$ cat config.mk
export PLATFORM = sky130hd
export DESIGN_NAME = ycr_reset_seq_ctrl
export DESIGN_NICKNAME = d
export VERILOG_FILES = /design/src/rtl/ycr_reset_seq_ctrl.sv
export SDC_FILE = /design/constraint.sdc
export NUM_CORES = 1
export LEC_CHECK = 0
export ABC_CLOCK_PERIOD_IN_PS = 4900
export CAP_MARGIN = 20
export CORE_AREA = 3 3 57 59
export DETAILED_ROUTE_END_ITERATION = 12
export DIE_AREA = 0 0 60 62
export PLACE_DENSITY = 0.62
export SKIP_LAST_GASP = 1
export SLEW_MARGIN = 0
export SYNTH_ARGS = -nofsm -noshare
export SYNTH_HDL_FRONTEND = slang
export SYNTH_SLANG_ARGS = --single-unit
$ cat constraint.sdc
create_clock -name clk -period 4.9 [get_ports clk]
set_input_delay 0.98 -clock clk [delete_from_list [all_inputs] [get_ports clk]]
set_output_delay 0.98 -clock clk [all_outputs]
set_load 0.05 [all_outputs]
$ cat src/rtl/ycr_reset_seq_ctrl.sv
// Ordered reset sequencer: asserts all domain resets, holds them, then releases
// domain 0..N-1 one at a time, waiting for each domain's status acknowledge.
module ycr_reset_seq_ctrl #(
    parameter int unsigned NUM_DOMAINS = 3,
    parameter int unsigned HOLD_CYCLES = 16,
    parameter int unsigned ACK_TIMEOUT = 255
) (
    input  logic                   clk,
    input  logic                   rst,
    input  logic                   test_mode,
    input  logic                   test_rst_n,
    input  logic                   sw_rst_req,
    input  logic                   dbg_rst_req,
    output logic [NUM_DOMAINS-1:0] domain_rst_n,
    input  logic [NUM_DOMAINS-1:0] domain_status,
    output logic                   busy,
    output logic                   seq_done,
    output logic                   timeout_err,
    output logic [1:0]             rst_cause
);

    localparam int unsigned CNT_MAX = (HOLD_CYCLES > ACK_TIMEOUT) ? HOLD_CYCLES : ACK_TIMEOUT;
    localparam int unsigned CW      = $clog2(CNT_MAX + 1);
    localparam int unsigned IW      = (NUM_DOMAINS > 1) ? $clog2(NUM_DOMAINS) : 1;

    typedef enum logic [2:0] {
        IDLE,
        ASSERT,
        HOLD,
        RELEASE,
        DONE
    } state_t;

    state_t                 state;
    logic [CW-1:0]          cnt;
    logic [CW-1:0]          cnt_inc;
    logic [IW-1:0]          idx;
    logic [NUM_DOMAINS-1:0] dom_q;
    logic [NUM_DOMAINS-1:0] next_bit;
    logic                   ack;
    logic                   cnt_expired;
    logic                   hold_end;
    logic                   last_dom;

    // Scan/test reset bypasses the sequencer without disturbing its state.
    assign domain_rst_n = test_mode ? {NUM_DOMAINS{test_rst_n}} : dom_q;

    always_comb begin
        next_bit = '0;
        for (int unsigned i = 0; i < NUM_DOMAINS; i++) begin
            if (i == 32'(idx) + 1) next_bit[i] = 1'b1;
        end
        cnt_inc     = (cnt == '1) ? cnt : cnt + 1'b1;
        ack         = domain_status[idx];
        cnt_expired = (cnt == CW'(ACK_TIMEOUT));
        hold_end    = (cnt == CW'(HOLD_CYCLES - 1));
        last_dom    = (idx == IW'(NUM_DOMAINS - 1));
    end

    always_ff @(posedge clk) begin
        if (rst) begin
            state       <= HOLD;
            dom_q       <= '0;
            cnt         <= '0;
            idx         <= '0;
            timeout_err <= 1'b0;
            rst_cause   <= 2'b00;
            seq_done    <= 1'b0;
            busy        <= 1'b1;
        end else begin
            seq_done <= 1'b0;
            case (state)
                IDLE: begin
                    dom_q <= '1;
                    if (sw_rst_req || dbg_rst_req) begin
                        rst_cause   <= {dbg_rst_req, sw_rst_req};
                        timeout_err <= 1'b0;
                        dom_q       <= '0;
                        cnt         <= '0;
                        state       <= ASSERT;
                        busy        <= 1'b1;
                    end
                end
                ASSERT: begin
                    if (domain_status == '0) begin
                        cnt   <= '0;
                        state <= HOLD;
                    end else if (cnt_expired) begin
                        timeout_err <= 1'b1;
                        cnt         <= '0;
                        state       <= HOLD;
                    end else begin
                        cnt <= cnt_inc;
                    end
                end
                HOLD: begin
                    if (hold_end) begin
                        idx      <= '0;
                        cnt      <= '0;
                        dom_q[0] <= 1'b1;
                        state    <= RELEASE;
                    end else begin
                        cnt <= cnt_inc;
                    end
                end
                RELEASE: begin
                    // A timed-out domain is released past anyway so the rest still come up.
                    if (ack || cnt_expired) begin
                        if (!ack) timeout_err <= 1'b1;
                        cnt <= '0;
                        if (last_dom) begin
                            state    <= DONE;
                            seq_done <= 1'b1;
                        end else begin
                            idx   <= idx + 1'b1;
                            dom_q <= dom_q | next_bit;
                        end
                    end else begin
                        cnt <= cnt_inc;
                    end
                end
                DONE: begin
                    state <= IDLE;
                    busy  <= 1'b0;
                end
                default: begin
                    state <= IDLE;
                    busy  <= 1'b0;
                end
            endcase
        end
    end

endmodule

==> qor.yml <==
timing:
  min_period_ns: 3.47
  fmaxAchievable_ghz: 0.289
  worst_pin_slew_ns: 0.867
  finalHoldViolations: 0
  slew_viol_final: 0
  fin_crit_sh: 0.707
  slew_headroom: 0.420
  finalSetupViolCount: 0
  fin_skew_ns: 0.00475
  tns_ns: 0
  rsz0062_at_grt: "false"
power_and_ir_drop:
  peakVddDrop_mv: 0.119
  power.density_nw_per_um2: 199
  leakage_nw: 0.469
logic_synthesis:
  synth_area_leaders: "dfxtp_1, ha_1, a21oi_1, nor2_1, inv_1"
  postSynthAreaPerCell_um2: 8.13
  synth.distinct_cells: 45
  synth_nets: 169
  ys.flop_type: "dfxtp_1"
  yosysTopAreaCell: "dfxtp_1"
  synth_area_um2: 1260
  yosys_warnings: 0
  async_flop_share: 0
  synth_edf_count: 0
  ys_ff_latch: 21
  synth_top_area_frac: 0.334
  yosysSeqAreaShare: 0.334
  synthCells: 155
floorplanning:
  die_y_um: 62
  die_width_um: 60
  start_util: 0.457
  core.rowCount: 19
  coreArea_um2: 2760
  die_area_um2: 3720
  ios: 17
setup_path:
  critical_path_arrival_ns: 2.49
  crit_type: "input port to output pin"
  start_kind: "input port"
  end_kind: "output pin"
  required_ns: 3.92
  cp_max_fo: 4
global_routing:
  grt_max_degree: 24
  grt_pass1_vias: 999
  grt_pass1_wl_mm: 4.44
  grt-ovfl-total: 0
  antenna_found_initial: 0
  grt_use_total: 0.155
drt:
  wl_met1_mm: 1.32
  wl_met3_um: 128
  dr.first_iter.drc_count: 69
  ant_nets: 0
  post-route-drc-count: 0
  vias_per_cell: 5.62
  top_layer: "met4"
  vias: 1123
  avgRoutedWirePerCell_um: 13.0
  routed-wl-met2_mm: 1.12
  wl_mm: 2.60
  drt_first_pass_iters: 4
layout:
  diodes: 0
  utilization: 0.527
  nNetsFinal: 184
  multi_input_area_um2: 758
  register_area_um2: 420
  syn2layout_area_growth_pct: 15.4
  final_common_cell: "dfxtp_1"
  layout_common_cells: "dfxtp_1, clkdlybuf4s50_1, nor2_1"
  drive_gt1_frac: 0.0888
  fill_cells: 268
clock_tree:
  clk-insertion-delay-late_ns: 0.31
  cts_max_path_buffers: 2
  cts-root-buf: "clkbuf_4"
  cts_made_buffers: 3
  cts_setup_buffers: 0
  tritoncts: "done"
  h-tree-depth: 1
  cts-resized-gates: 0
  holdBufCountCts: 0
  clkSinkCount: 21
  clk_pin_slew_ns: 0.12
placement:
  buffer_ports.inserted: 16
  place_hpwl_mm: 1.97
  place_congestion: 0.767
outcome:
  status: "completed"
worst_hold_path:
  hold_path.class: "register to register"
run:
  drv_cap: 0
-- layout make-up --
type	count	share of cell area
clock buffer	3	0.0155
clock inverter	1	0.00344
inverter	13	0.0336
multi-input combinational	115	0.522
sequential	21	0.289
tap	31	0.0267
timing repair buffer	16	0.110
-- where the power goes --
group,switching (W),total [W],internal [W]
sequential,0.00000190,0.000175,0.000173
clock,0.0000560,0.0000865,0.0000305
combinational,0.0000150,0.0000275,0.0000125
-- state kept, by name, indices dropped and copies added, names as in the netlist --
| signal | count |
|---|---|
| seq_done | 1 |
| idx | 2 |
| dom_q | 3 |
| timeout_err | 1 |
| cnt | 8 |
| busy | 1 |
| state | 3 |
| rst_cause | 2 |
-- final timing paths --
check	from	to	slack, ns	depth (start not counted)
setup / recovery	test_mode	domain_rst_n[0]	1.43	4
setup reg to reg	cnt[0]	cnt[0]	2.99	7
hold / removal	rst_cause[1]	rst_cause[1]	0.47	2
hold reg to reg	rst_cause[1]	rst_cause[1]	0.47	2
-- metrics by stage --
stage	hold slack, ns	instances	worst slack (ns)	instance area [um^2]	total power, W
after CTS	0.473	200	1.42	1450	0.000292
final	0.470	200	1.43	1450	0.000289
after global routing	0.498	200	1.35	1450	0.000302
after global placement	0.448	196	1.48	1430	0.000206
after detailed placement	0.452	196	1.42	1430	0.000206
after floorplan	0.440	155	1.85	1260	0.000193
-- cells in the mapped netlist (all sizes together) (3+ instances only) --
master and n:
clkbuf 3, inv 13, o21a 3, a21oi 12
nor3 8, and3 3, nand3 3, nand4 4
o32ai 5, a211oi 3, dfxtp 21, o21ai 9
ha 5, nand2b 4, nand2 10, nand3b 3
nor2 16, buf 3
-- critical path, cell delays in order --
cell and delay [ns]:
clkdlybuf4s50_1 0.51, nand2_1 0.09, o21ai_0 0.08, clkdlybuf4s50_1 0.83
-- routing by layer --
metal  vias to the layer above  track usage
met5                         -            0
met4                         0       0.0475
met3                         4       0.0248
met2                        25        0.236
met1                       499        0.224
li1                        595            -
-- logic make-up after synthesis --
logic type,synth area share
and+or+nand+nor,0.294
AOI/OAI and AO/OA,0.243
DFF,0.334
buffers and inverters,0.0645
adders and majority gates,0.0497
xor gates and xnor gates,0.00695
muxes,0.00794
No activity file was read; power rests on OpenSTA's default activity.
